<file path="src/rtl/swc_rr_prio_encoder_pkg.sv">
// Shared definitions for the registered round-robin / fixed priority encoder:
// the grant state machine encoding and the index-width helper used by the
// parameter check in the top level.
package swc_rr_prio_encoder_pkg;

  typedef enum logic [0:0] {
    IDLE  = 1'b0,
    GRANT = 1'b1
  } state_e;

  // Smallest index width B such that 2^B >= n.
  function automatic int min_index_bits(input int n);
    int b;
    b = 0;
    while ((64'd1 << b) < 64'(n)) begin
      b = b + 1;
    end
    return b;
  endfunction

endpackage

</file>
<file path="src/rtl/swc_rr_prio_encoder_prio.sv">
// Combinational lowest-index priority encoder (swc_prio_encoder).
// Reports whether any request is set, the index of the lowest set bit and the
// same selection as a one-hot vector. Index and one-hot are zero when idle.
module swc_prio_encoder #(
  parameter int g_num_inputs  = 36,
  parameter int g_output_bits = 6
) (
  input  logic [g_num_inputs-1:0]  req,
  output logic                     any,
  output logic [g_output_bits-1:0] idx,
  output logic [g_num_inputs-1:0]  onehot
);

  localparam int N = g_num_inputs;
  localparam int B = g_output_bits;

  // Scan upward; the first set bit seen wins and masks all higher bits.
  always_comb begin
    any    = 1'b0;
    idx    = {B{1'b0}};
    onehot = {N{1'b0}};
    for (int i = 0; i < N; i++) begin
      onehot[i] = req[i] & ~any;
      idx       = (req[i] & ~any) ? B'(i) : idx;
      any       = any | req[i];
    end
  end

endmodule

</file>
<file path="src/rtl/swc_rr_prio_encoder.sv">
// Registered, handshaked priority encoder with optional round-robin mode.
// A grant is loaded from the request vector and held until ack_i; on each
// transfer the just-granted line is excluded for one decision.
// Build option: define SWC_RR_PRIO_ENCODER_RR_EN to compile in the rotating
// pointer and masked search (mode_rr_i then selects round-robin). Without it
// selection is always lowest-index-first and mode_rr_i is ignored.
module swc_rr_prio_encoder
  import swc_rr_prio_encoder_pkg::*;
#(
  parameter int g_num_inputs  = 36,
  parameter int g_output_bits = 6
) (
  input  logic                     clk_i,
  input  logic                     rst_i,
  input  logic [g_num_inputs-1:0]  req_i,
  input  logic                     mode_rr_i,
  input  logic                     ack_i,
  output logic                     valid_o,
  output logic [g_output_bits-1:0] grant_idx_o,
  output logic [g_num_inputs-1:0]  grant_onehot_o
);

  localparam int N = g_num_inputs;
  localparam int B = g_output_bits;

  if ((g_num_inputs < 2) || (g_num_inputs > 64) ||
      (g_output_bits < min_index_bits(g_num_inputs))) begin : g_bad_params
    $error("swc_rr_prio_encoder: g_num_inputs must be 2..64 and 2^g_output_bits >= g_num_inputs");
  end

  state_e         state_r;
  state_e         state_nxt_s;
  logic           valid_r;
  logic [B-1:0]   grant_idx_r;
  logic [N-1:0]   grant_onehot_r;

  logic [N-1:0]   cand_s;
  logic           load_s;
  logic           transfer_s;
  logic [B-1:0]   sel_idx_s;
  logic [N-1:0]   sel_onehot_s;

  logic           full_any_s;
  logic [B-1:0]   full_idx_s;
  logic [N-1:0]   full_onehot_s;

  // The current grant is removed from the candidates; in IDLE the one-hot is zero.
  assign cand_s     = req_i & ~grant_onehot_r;
  assign transfer_s = valid_r & ack_i;

  swc_prio_encoder #(
    .g_num_inputs  (N),
    .g_output_bits (B)
  ) u_enc_full (
    .req    (cand_s),
    .any    (full_any_s),
    .idx    (full_idx_s),
    .onehot (full_onehot_s)
  );

`ifdef SWC_RR_PRIO_ENCODER_RR_EN
  logic [B-1:0]   ptr_r;
  logic [B-1:0]   ptr_inc_s;
  logic [B-1:0]   search_ptr_s;
  logic [N-1:0]   mask_s;
  logic           masked_any_s;
  logic [B-1:0]   masked_idx_s;
  logic [N-1:0]   masked_onehot_s;

  // Pointer value after the current grant transfers: one past it, wrapping at N.
  always_comb begin
    if (grant_idx_r == B'(N - 1)) begin
      ptr_inc_s = {B{1'b0}};
    end else begin
      ptr_inc_s = grant_idx_r + {{(B-1){1'b0}}, 1'b1};
    end
  end

  // A load on a transfer edge already searches from the updated pointer.
  always_comb begin
    if (transfer_s) begin
      search_ptr_s = ptr_inc_s;
    end else begin
      search_ptr_s = ptr_r;
    end
  end

  // Keep only candidates at or above the search pointer.
  always_comb begin
    mask_s = {N{1'b0}};
    for (int i = 0; i < N; i++) begin
      mask_s[i] = (B'(i) >= search_ptr_s);
    end
  end

  swc_prio_encoder #(
    .g_num_inputs  (N),
    .g_output_bits (B)
  ) u_enc_masked (
    .req    (cand_s & mask_s),
    .any    (masked_any_s),
    .idx    (masked_idx_s),
    .onehot (masked_onehot_s)
  );

  // Round-robin takes the masked winner if any, else wraps to the lowest overall.
  always_comb begin
    if (mode_rr_i && masked_any_s) begin
      sel_idx_s    = masked_idx_s;
      sel_onehot_s = masked_onehot_s;
    end else begin
      sel_idx_s    = full_idx_s;
      sel_onehot_s = full_onehot_s;
    end
  end

  // Round-robin pointer advances on every transfer, in either mode.
  always_ff @(posedge clk_i or posedge rst_i) begin
    if (rst_i) begin
      ptr_r <= {B{1'b0}};
    end else if (transfer_s) begin
      ptr_r <= ptr_inc_s;
    end else begin
      ptr_r <= ptr_r;
    end
  end
`else
  logic unused_mode_s;
  assign unused_mode_s = mode_rr_i;

  // Fixed priority only: lowest candidate index wins.
  always_comb begin
    sel_idx_s    = full_idx_s;
    sel_onehot_s = full_onehot_s;
  end
`endif

  // Next-state and load decision for the IDLE/GRANT handshake.
  always_comb begin
    state_nxt_s = state_r;
    load_s      = 1'b0;
    case (state_r)
      IDLE: begin
        if (full_any_s) begin
          state_nxt_s = GRANT;
          load_s      = 1'b1;
        end else begin
          state_nxt_s = IDLE;
        end
      end
      GRANT: begin
        if (ack_i) begin
          if (full_any_s) begin
            state_nxt_s = GRANT;
            load_s      = 1'b1;
          end else begin
            state_nxt_s = IDLE;
          end
        end else begin
          state_nxt_s = GRANT;
        end
      end
      default: begin
        state_nxt_s = IDLE;
      end
    endcase
  end

  // State register.
  always_ff @(posedge clk_i or posedge rst_i) begin
    if (rst_i) begin
      state_r <= IDLE;
    end else begin
      state_r <= state_nxt_s;
    end
  end

  // Output registers: load a new grant, clear on return to IDLE, else hold.
  always_ff @(posedge clk_i or posedge rst_i) begin
    if (rst_i) begin
      valid_r        <= 1'b0;
      grant_idx_r    <= {B{1'b0}};
      grant_onehot_r <= {N{1'b0}};
    end else if (load_s) begin
      valid_r        <= 1'b1;
      grant_idx_r    <= sel_idx_s;
      grant_onehot_r <= sel_onehot_s;
    end else if (state_nxt_s == IDLE) begin
      valid_r        <= 1'b0;
      grant_idx_r    <= {B{1'b0}};
      grant_onehot_r <= {N{1'b0}};
    end else begin
      valid_r        <= valid_r;
      grant_idx_r    <= grant_idx_r;
      grant_onehot_r <= grant_onehot_r;
    end
  end

  assign valid_o        = valid_r;
  assign grant_idx_o    = grant_idx_r;
  assign grant_onehot_o = grant_onehot_r;

endmodule

</file>
<file path="config.mk">
export PLATFORM = sky130hd
export DESIGN_NAME = swc_rr_prio_encoder
export DESIGN_NICKNAME = d
export VERILOG_FILES = /design/src/rtl/swc_rr_prio_encoder_pkg.sv /design/src/rtl/swc_rr_prio_encoder_prio.sv /design/src/rtl/swc_rr_prio_encoder.sv
export SDC_FILE = /design/constraint.sdc
export NUM_CORES = 1
export LEC_CHECK = 0
export BUFFER_PORTS_ARGS = -buffer_cell sky130_fd_sc_hd__buf_2
export CORE_ASPECT_RATIO = 1.5
export CORE_MARGIN = 3
export CORE_UTILIZATION = 28
export CTS_CLUSTER_DIAMETER = 40
export CTS_CLUSTER_SIZE = 14
export DETAILED_ROUTE_END_ITERATION = 16
export HOLD_SLACK_MARGIN = 0.12
export PLACE_DENSITY = 0.44
export SETUP_SLACK_MARGIN = 0.1
export SLEW_MARGIN = 20
export SYNTH_ARGS = -nofsm -noshare
export SYNTH_HDL_FRONTEND = slang
export SYNTH_HIERARCHICAL = 1
export SYNTH_SLANG_ARGS = --single-unit
export TNS_END_PERCENT = 1
</file>
<file path="constraint.sdc">
create_clock -name clk_i -period 5.2 [get_ports clk_i]
set_input_delay 0.26 -clock clk_i [delete_from_list [all_inputs] [get_ports clk_i]]
set_output_delay 0.26 -clock clk_i [all_outputs]
set_load 0.05 [all_outputs]
</file>
==> Yosys cells after proc, flatten, opt, wreduce, memory -nomap -nowiden <==
Cells that the tools add are included.
W data, S select, Z words.
{ "word_totals": {"reg_bits": 44, "latch_bits": 0, "ramBits": 0, "rom_bits": 0, "inputBits": 40, "output_inout_bits": 43, "wordCells": 159, "memories": 0} }
{ "op_classes": {"add_sub_neg": 0, "multipliers": 0, "div": 0, "order_cmp": 0, "eq_ne": 1, "n_shift": 0, "muxes": 46, "bitwise": 108, "reduce_logical": 0} }
{ "ops": {"columns": ["op", "n"], "rows": [
  ["$mux W6", 36],
  ["$mux W36", 2],
  ["$and A36 B36 Y36", 1],
  ["$not A1 Y1", 36],
  ["$not A36 Y36", 1],
  ["$and A1 B1 Y1", 35],
  ["$or A1 B1 Y1", 35],
  ["$mux W1", 6],
  ["$pmux W1 S2", 2],
  ["$ne A2 B1 Y1 const B", 1]
]} }

==> Longest topological paths before layout <==
Gate-level depths: netlist (run 1).
{ "depth": {"word_depth": 42, "ltp_mapped": 11, "depth_no_buf": 8} }

==> By module <==
Netlist (run 1), hierarchy kept.
{ "modules_own_cells": {"columns": ["mod", "n_inst", "cells_per_inst", "area_per_inst_um2", "seq_area_each_um2"], "rows": [
  ["swc_rr_prio_encoder", 1, 229, 2316.0, 1101.1],
  ["swc_prio_encoder", 1, 139, 864.6, 0.0]
]} }

==> Worst setup path before layout (run 1) <==
OpenSTA, ideal clock, no wires.
{ "synth_path": {"path_type": "register -> register", "start": "register grant_onehot_r[0] (netlist: grant_onehot_o[0])", "end": "register grant_onehot_r[0] (netlist: grant_onehot_o[0])", "setup_ns": 0.121, "t_arrival_ns": 2.506, "required_time_ns": 5.079, "path_slack_ns": 2.573, "stages_incl_launch_ff": 11, "path_buffers": 2, "period_less_slack_ns": 2.627, "path_cell_list": "dfrtp_1 -> nor2b_1 -> nor4_4 -> nand4b_4 -> nor3_4 -> and4_1 -> nand2_1 -> buf_2 -> clkbuf_1 -> nand2_1 -> o21ai_2"} }
{ "synth_via": {"elab_chain_cells": 41, "word_cells_on_any_way": 44, "classes_between": "eq/ne (1); mux (6); bitwise (37)"} }
{ "synth_rtl": {"columns": ["element", "line_no", "text"], "rows": [
  ["from (decl)", "swc_rr_prio_encoder.sv:35", "logic [N-1:0] grant_onehot_r;"],
  ["from (signal assigned)", "swc_rr_prio_encoder.sv:183", "grant_onehot_r <= {N{1'b0}};"],
  ["from (signal assigned)", "swc_rr_prio_encoder.sv:187", "grant_onehot_r <= sel_onehot_s;"],
  ["from (signal assigned)", "swc_rr_prio_encoder.sv:191", "grant_onehot_r <= {N{1'b0}};"],
  ["$not A36 Y36 *", "swc_rr_prio_encoder.sv:48", "assign cand_s = req_i & ~grant_onehot_r;"],
  ["$and A36 B36 Y36 *", "swc_rr_prio_encoder.sv:48", null],
  ["named net cand_s[0]", "swc_rr_prio_encoder.sv:37", "logic [N-1:0] cand_s;"],
  ["$or A1 B1 Y1 * (35 in a row)", "swc_rr_prio_encoder_prio.sv:25", "any = any | req[i];"],
  ["named net full_any_s", "swc_rr_prio_encoder.sv:43", "logic full_any_s;"],
  ["$mux W1 *", "swc_rr_prio_encoder.sv:144, swc_rr_prio_encoder.sv:153", null],
  ["$mux W1", "swc_rr_prio_encoder.sv:152", "if (ack_i) begin"],
  ["$pmux W1 S2", "swc_rr_prio_encoder.sv:142", "case (state_r)"],
  ["$ne A2 B1 Y1 (no source line) / $mux W36 (equally long branches)", null, null]
]} }
The timed path passes the listed nets; every way through them passes the cells marked *.
A chain may end at the register's enable or synchronous reset.

==> Worst setup path in the final report (run 1) <==
{ "layout_path": {"start": "register grant_onehot_r[1] (netlist: grant_onehot_o[1])", "end": "register state_r"} }
{ "layout_via": {"elab_chain_cells": 40} }
{ "layout_rtl": {"columns": ["element", "line_no", "text"], "rows": [
  ["$not A36 Y36 *", "swc_rr_prio_encoder.sv:48", null],
  ["$and A36 B36 Y36 *", "swc_rr_prio_encoder.sv:48", null],
  ["named net cand_s[1]", "swc_rr_prio_encoder.sv:37", null],
  ["$or A1 B1 Y1 * (35 in a row)", "swc_rr_prio_encoder_prio.sv:25", null],
  ["named net full_any_s", "swc_rr_prio_encoder.sv:43", null],
  ["$mux W1 *", "swc_rr_prio_encoder.sv:144, swc_rr_prio_encoder.sv:153", null],
  ["$mux W1", "swc_rr_prio_encoder.sv:152", null],
  ["$pmux W1 S2 *", "swc_rr_prio_encoder.sv:142", null],
  ["named net state_nxt_s", "swc_rr_prio_encoder.sv:32", "state_e state_nxt_s;"],
  ["to (signal assigned)", "swc_rr_prio_encoder.sv:174", "state_r <= state_nxt_s;"],
  ["to (decl)", "swc_rr_prio_encoder.sv:31", "state_e state_r;"]
]} }
Marks and branches as above.

==> reports/results.txt, run 1 <==
status: completed
Leakage: 1.79 nW
Hold Vio Cnt, Final: 0
Slew Limit Fails: 0
Setup Viol. Count Final: 0
Setup WS post-layout: 2030 ps
vias in the first global route: 2974
CTS Buf Count: 5
Final nets: 480
setup TNS: 0 ps
post-CTS setup buffers: 0
first-pass GRT wire length: 15000 um
Worst Hold Class: in -> async
CTS tree: built
worst-path cell chain: nor2b_1 > nor4_4 > nand4b_4 > nor3_4 > and4_1 > nand2_1 > buf_4 > or2_1
Worst Path Required: 5380 ps
io pins: 83
yosys warns: 6
Rel. slew slack: 51.4%
fraction of layout cells with a size suffix above 1: 32.7%
chip height: 137 um
CTS resizes: 0
Cell Pwr Density: 226 nW/um^2
net count after synthesis: 408
Starting Density: 28.8%
initial DRC count: 141
CP arrival: 3350 ps
Max-Cap Viols: 0
pin count of the biggest net entering global routing: 45
Die Area: 12700 sq um
Core Box Area: 11100 sq um
RSZ-0062 raised after global routing: false
Fmax: 316 MHz
Cell Rows: 47
final WL: 9200 um
WL/cell: 15.6 um
DR pass1 iterations: 5
Total Power Consumption: 0.868 mW
synthesized area: 3180 sq um
ANT cells: 0
clk slew on worst S/H paths: 70 ps
Worst setup EP type: flop
Final min period: 3170 ps
CP Class: reg -> reg
H-tree depth: 2
Die X: 93.0 um
Via density: 4.91
Setup Skew: 6.57 ps
Buf+Inv Stages, Crit Path: 1
deepest clock path buffer count: 2
CP Max Fanout: 26
Placed Cells: 580
Overflow after GRT: 0
Peak VDD IR: 168 uV
CTS Root Cell: clkbuf_16
DRC Markers: 0
post-route ant nets: 0
antenna violations before repair: 0
Largest stage delay, worst path: 460 ps
gpl congestion: 0.840
Critical-path top delay cell: nor4_4
family with the most delay on the worst path: simple AND/OR/NAND/NOR gates
area grow syn2layout: 20.8%
Seq/Total Area, Yosys: 34.6%
clk sinks: 44
final worst-path cycle share: 60.9%
port bufs: 81
Post-Syn Area per Cell: 8.64 sq um
Worst-Margin Slew: 722 ps
worst skew pair latency: 290 ps
Final Non-Filler Cells: 588
Distinct cells, synth: 48
#FFs+latches synth: 44
pre-CTS WS: 1930 ps
GRT Resource Usage Total: 15.0%
Post-DP HPWL: 6750 um
vias: 2889
Startpoint Class: flop
Post-CTS Hold Buffers: 0
cells after synthesis: 368
## per-layer routing
layer	GRT usage, %	wire, um	vias up
met1	16.7	3640	1388
met5	0	0	-
met2	28.8	5150	63
met4	5.38	99	0
li1	-	-	1432
met3	1.76	306	6
## flip-flops by register name, summed over array words and instances (netlist names)
signal / cells
valid_o: 1
state_r: 1
grant_onehot_o: 36
grant_idx_o: 6
## worst register-to-register path: cells and delay by family (launching register included)
family / cells / cell delay, ps
flops: 1 / 370
simple gates: 7 / 2270
buf+inv: 1 / 420
## synthesized netlist by cell type, drive strengths merged
| library cell | instances | area share [%] |
|---|---|---|
| clkbuf | 13 | 1.5 |
| a311oi | 2 | 0.55 |
| o311ai | 1 | 0.28 |
| nor3b | 5 | 1.2 |
| or3 | 3 | 0.75 |
| a31oi | 3 | 0.59 |
| nand4 | 1 | 0.20 |
| nand3 | 4 | 0.63 |
| and2 | 6 | 1.2 |
| buf | 8 | 2.5 |
| or2 | 1 | 0.20 |
| nor2 | 27 | 3.2 |
| a21oi | 5 | 0.79 |
| or4 | 1 | 0.35 |
| and4 | 2 | 0.55 |
| nand4b | 2 | 1.0 |
| o221ai | 1 | 0.28 |
| o2111a | 1 | 0.35 |
| nand3b | 44 | 10 |
| o21ai | 44 | 12 |
| nor3 | 9 | 2.4 |
| inv | 11 | 1.3 |
| nor4b | 2 | 0.55 |
| and3 | 11 | 2.2 |
| nand2b | 1 | 0.20 |
| a21boi | 2 | 0.47 |
| a32o | 1 | 0.31 |
| nand2 | 52 | 6.1 |
| a2111o | 1 | 0.35 |
| o31ai | 3 | 0.71 |
| nor4 | 6 | 1.7 |
| o21bai | 1 | 0.24 |
| or2b | 1 | 0.24 |
| o2111ai | 3 | 0.83 |
| and4b | 1 | 0.31 |
| nor2b | 44 | 8.9 |
| mux2 | 1 | 0.47 |
| dfrtp | 44 | 35 |
## where the power goes
| part | switching [mW] | leakage, nW | internal (mW) |
|---|---|---|---|
| Combinational | 0.0992 | 1.11 | 0.0487 |
| Clock | 0.139 | 0.0808 | 0.226 |
| Sequential | 0.00534 | 0.598 | 0.349 |
| Total | 0.244 | 1.79 | 0.624 |
## worst paths after layout
| check | startpoint | end | slack [ps] | depth (start not counted) |
|---|---|---|---|---|
| max | grant_onehot_o[1] | state_r | 2030 | 8 |
| min | rst_i | valid_o | 110 | 3 |
| max reg2reg | grant_onehot_o[1] | state_r | 2030 | 8 |
| min reg2reg | valid_o | valid_o | 510 | 1 |
| max in group asynchronous | rst_i | grant_onehot_o[19] | 4680 | 3 |
| min in group clk_i | req_i[0] | grant_onehot_o[0] | 460 | 4 |
## kinds of logic (layout without fill, tap and decap cells)
family / Yosys count / in the layout / synth area share [%]
flip-flops: 44 / 44 / 34.6
buffers and inverters: 32 / 105 / 5.35
multiplexers: 1 / 1 / 0.472
AO/OA/AOI/OAI: 68 / 68 / 17.4
AND/OR/NAND/NOR: 223 / 223 / 42.2
## layout make-up
cell class	count	area, sq um
clock buffer	6	129
clock inverter	2	35.0
fill	1248	7210
inverter	11	41.3
multi-input combinational	292	1910
sequential	44	1100
tap	147	184
timing repair buffer	86	443
## per-stage QoR
step                area (sq um)  hold slack [ps]  util (%)
global route                3840              173      34.8
global placement            3680              449      33.3
finish                      3840              107      34.8
floorplan                   3180              430         -
detailed placement          3680              454      33.3
CTS                         3840              134      34.8
## placed cells by master, fill, tap and decap left out, types with 3 or more instances in the layout
master     synthesis  routed
buf_4              1       5
buf_2              1      81
nor2b_1           43      43
nand2_1           52      52
o21ai_2           40      40
clkbuf_16          0       5
nor2_1            27      27
inv_1             11      10
nor3_1             4       4
nor3b_1            5       5
nor4_1             5       5
and2_1             6       6
nor3_2             4       4
a31oi_1            3       3
a21oi_1            5       5
o21ai_1            3       3
nand3_1            4       4
o31ai_1            3       3
nand3b_1          44      44
and3_1            11      11
dfrtp_1           44      44
o2111ai_1          3       3
(Power assumes the default switching activity.)
==> inputs of run 2 (changes only) <==
clock period = 3.3 ns   (was 5.2 ns; I/O delays follow)
==> reports/results.txt, run 2 (synthesis results as in run 1) <==
Final Non-Filler Cells: 595
io pins: 83
Post-CTS Hold Buffers: 1
Die X: 93.0 um
Core Box Area: 11100 sq um
CP Class: reg -> reg
CTS Buf Count: 5
first-pass GRT wire length: 15100 um
CTS tree: built
setup TNS: 0 ps
ANT cells: 0
post-CTS setup buffers: 0
gpl congestion: 0.845
Slew Limit Fails: 0
number of flip-flops in the largest register: 36
Multi-input gate area: 1910 sq um
CTS resizes: 0
Final nets: 487
Cell Pwr Density: 341 nW/um^2
Peak VDD IR: 183 uV
initial DRC count: 156
Fmax: 367 MHz
status: completed
Starting Density: 28.8%
Cell Rows: 47
most frequent cells in the layout: buf_2 (81), nand2_1 (52), nand3b_1 (44), dfrtp_1 (44), nor2b_1 (43)
clk sinks: 44
final WL: 9220 um
vias in the first global route: 2968
Worst Hold Class: in -> async
pin count of the biggest net entering global routing: 44
worst skew pair latency: 290 ps
post-route ant nets: 0
Rel. slew slack: 49.5%
deepest clock path buffer count: 2
CTS Root Cell: clkbuf_16
GRT Resource Usage Total: 15.1%
Worst-Margin Slew: 751 ps
DR pass1 iterations: 4
Leakage: 1.81 nW
WL/cell: 15.5 um
H-tree depth: 2
Die Area: 12700 sq um
Setup Viol. Count Final: 0
clk slew on worst S/H paths: 70 ps
Setup Skew: 9.55 ps
vias: 2889
Placed Cells: 586
RSZ-0062 raised after global routing: false
Final min period: 2720 ps
antenna violations before repair: 0
Startpoint Class: flop
area grow syn2layout: 22.2%
Overflow after GRT: 0
Worst setup EP type: flop
CP arrival: 2890 ps
fillers: 1260
Via density: 4.86
Hold Vio Cnt, Final: 0
chip height: 137 um
final worst-path cycle share: 82.5%
CP Max Fanout: 19
most common cell after layout, fill and taps aside: buf_2
port bufs: 81
Reg area: 1100 sq um
fraction of layout cells with a size suffix above 1: 33.7%
final design utilization: 35.2%
Post-DP HPWL: 6920 um
Max-Cap Viols: 0
Worst Path Required: 3470 ps
DRC Markers: 0
[run 2: path summary, 6_finish.rpt]
path | start | endpoint | slack [ps] | cells after the start
max | grant_onehot_o[1] | grant_onehot_o[11] | 580 | 9
min | rst_i | grant_onehot_o[32] | 300 | 3
max reg2reg | grant_onehot_o[1] | grant_onehot_o[11] | 580 | 9
min reg2reg | valid_o | valid_o | 520 | 1
max in group asynchronous | rst_i | grant_onehot_o[18] | 2230 | 4
min in group clk_i | req_i[0] | grant_onehot_o[0] | 360 | 4
[run 2: power by group]
part	internal, mW	switching [mW]	leakage, nW	total [mW]
Clock	0.302	0.229	0.0691	0.531
Sequential	0.550	0.00773	0.598	0.558
Combinational	0.0802	0.157	1.14	0.237
[run 2: per-layer routing]
layer,up-vias,global-route usage [%],share of wire [%]
li1,1451,-,-
met1,1358,17.6,41
met2,68,28.1,54
met3,12,1.82,3.2
met4,0,5.22,2.1
met5,-,0,0
[run 2: area by class of cell]
cell class / instances / share of cell area, %
multi-input cells: 292 / 49.1
clock buffers: 6 / 3.57
well taps: 147 / 4.73
flip-flops and latches: 44 / 28.3
inverters: 11 / 1.06
clock inverters: 2 / 0.386
repair buffers: 93 / 12.8
[run 2: worst max-delay path, cell delays in order, from the launching register on]
cell      delay (ps)
dfrtp_1          370
nor2b_1          110
nor4_4           440
nand4b_4         250
nor3_4           280
and4_1           320
nand2_1          330
buf_4            330
nand2_1          110
o21ai_2           50
[run 2: per-stage QoR]
step | power (mW) | hold WS [ps] | setup WS [ps] | area (sq um)
after floorplan | 0.740 | 335 | 673 | 3180
after global placement | 0.808 | 68.4 | 533 | 3720
after detailed placement | 0.810 | 71.7 | 514 | 3720
after CTS | 1.35 | 305 | 499 | 3890
after global routing | 1.39 | 336 | 318 | 3890
final | 1.33 | 300 | 577 | 3890
==> inputs of run 3 (changes only) <==
ABC_AREA = 1   (was unset)
clock period = 2.6 ns   (was 3.3 ns; I/O delays follow)
==> reports/results.txt, run 3 <==
status: finished, violations left
violated checks: negative setup slack
clk sinks: 44
Post-DP HPWL: 6540 um
most common cell after layout, fill and taps aside: nand2_1
Starting Density: 28.9%
port bufs: 81
worst skew pair latency: 290 ps
fraction of layout cells with a size suffix above 1: 32.1%
Yosys top cell area share: 37.6%
number of flip-flops in the largest register: 36
Seq/Total Area, Yosys: 37.6%
final worst-path cycle share: 120%
setup TNS: -21770 ps
Final nets: 602
gpl congestion: 0.870
post-route ant nets: 0
Final min period: 3120 ps
#FFs+latches synth: 44
DRC Markers: 0
initial DRC count: 94
Final Non-Filler Cells: 680
Worst Path Required: 2770 ps
CP arrival: 3290 ps
Fmax: 320 MHz
CP Max Fanout: 21
top_reg_cell synth: dfrtp_1
pre-CTS WS: -500 ps
yosys warns: 6
Peak VDD IR: 241 uV
Slew Limit Fails: 0
area grow syn2layout: 36.4%
finished layout cell area: 3990 sq um
Worst Hold Class: in -> reg
first-pass GRT wire length: 14200 um
synth top area cells: dfrtp_1 (38%), nand2_1 (13%), inv_1 (12%)
CTS tree: built
RSZ-0062 raised after global routing: true
Commonest cells post-synth: nand2_1 (102), inv_1 (90), nor2_1 (72)
CTS Buf Count: 5
deepest clock path buffer count: 2
net count after synthesis: 475
vias in the first global route: 3127
clk slew on worst S/H paths: 60 ps
CTS Root Cell: clkbuf_16
Placed Cells: 667
Setup Viol. Count Final: 44
EDFF count, synth: 0
CP Class: reg -> reg
Die Area: 11700 sq um
count leader, synth: nand2_1
Critical-path top delay cell: dfrtp_2
DR pass1 iterations: 4
antenna violations before repair: 0
Post-Syn Area per Cell: 6.73 sq um
DP Area: 3740 sq um
most frequent cells in the layout: nand2_1 (101), inv_1 (89), buf_2 (81), nor2_1 (63)
H-tree depth: 2
Distinct cells, synth: 26
ANT cells: 0
Via density: 4.44
io pins: 83
GRT Resource Usage Total: 15.2%
Leakage: 2.54 nW
Setup Skew: 3.42 ps
Cell Rows: 45
pin count of the biggest net entering global routing: 44
WL/cell: 12.5 um
vias: 3020
chip height: 131 um
Hold Vio Cnt, Final: 0
Worst-Margin Slew: 765 ps
worst-path cell chain: nor2_4 > nor2_4 > buf_4 > nand3_2 > nor2_2 > nand4_2 > nor2_2 > nand4_2 > nor2_2 > nand4_2 > nor2_4 > nand4_2 > nor2_4 > nand4_4 > nor2_4 > nand4_4 > nor2_4 > nand4_4 > nor2_2 > nand3b_1 > buf_6 > nand3_1 > nand2_1
synthesized area: 2930 sq um
Die X: 89.5 um
ys async rst share: 100%
Setup WS post-layout: -525 ps
Overflow after GRT: 0
Largest stage delay, worst path: 380 ps
Worst setup EP type: flop
crit-path most repeated cell: nor2_4
Core Box Area: 10100 sq um
cells after synthesis: 435
final design utilization: 39.4%
Rel. slew slack: 48.8%
Cell Pwr Density: 430 nW/um^2
area leader, netlist: dfrtp_1
final WL: 8500 um
Startpoint Class: flop
Max-Cap Viols: 0
run 3: cell types whose count changed in the layout (fill, tap and decap cells not counted), sizes merged, moves of 6 or more:
cell    delta
nand3b    -42
and2       -6
and3      -11
inv       +82
o21ai     -43
nand4     +18
nor2b     -44
nor2      +57
nand2     +51
nand3     +48
buf       +41
run 3: per-layer routing:
metal / part of all wire [%] / wire length (um) / track usage (%)
met1: 43 / 3680 / 18.1
met2: 53 / 4480 / 27.4
met3: 2.8 / 241 / 2.07
met4: 1.1 / 97 / 4.39
met5: 0 / 0 / 0
run 3: critical path, delay by kind of cell (launching register included):
kind          cells  cell delay (ps)
buf+inv           2              330
simple gates     21             2300
flops             1              380
run 3: path summary, 6_finish.rpt:
kind / to / slack, ps / cells past startpoint / startpoint
setup / recovery: grant_onehot_o[7] / -520 / 23 / grant_onehot_o[0]
hold / removal: grant_idx_o[1] / 230 / 4 / ack_i
setup reg to reg: grant_onehot_o[7] / -520 / 23 / grant_onehot_o[0]
hold reg to reg: valid_o / 480 / 2 / valid_o
max in group asynchronous: grant_onehot_o[4] / 1440 / 4 / rst_i
min in group asynchronous: grant_onehot_o[30] / 400 / 3 / rst_i
run 3: area by class of cell:
class                      count  area (sq um)
inverter                      93           349
timing repair buffer         134           813
fill                        1117          6140
multi-input combinational    284          1420
sequential                    44          1110
tap                          117           146
clock buffer                   8           156
run 3: through the flow:
step | hold slack, ps | total power [mW]
finish | 226 | 1.72
global route | 269 | 1.80
CTS | 228 | 1.73
detailed placement | 181 | 1.03
global placement | 170 | 1.03
floorplan | 300 | 0.925
run 3: kinds of logic after synthesis:
| family | after synthesis | share of synthesized area [%] |
|---|---|---|
| AOI/OAI and AO/OA | 5 | 1.15 |
| and+or+nand+nor | 279 | 45.6 |
| buffers and inverters | 107 | 15.6 |
| DFF | 44 | 37.6 |
run 3: what timing repair did:
action / in CTS / in global routing
gates resized for setup: 3 / 12
pin swaps: 0 / 21
endpoints found under the hold margin: 18 / 0
buffers inserted: 0 / 4
setup endpoints to repair: 44 / 44
hold buffers: 1 / 0
run 3: power by group:
group	leakage, nW	internal (mW)	switching, mW
Sequential	0.593	0.702	0.0107
Combinational	1.87	0.105	0.212
Clock	0.0772	0.410	0.279
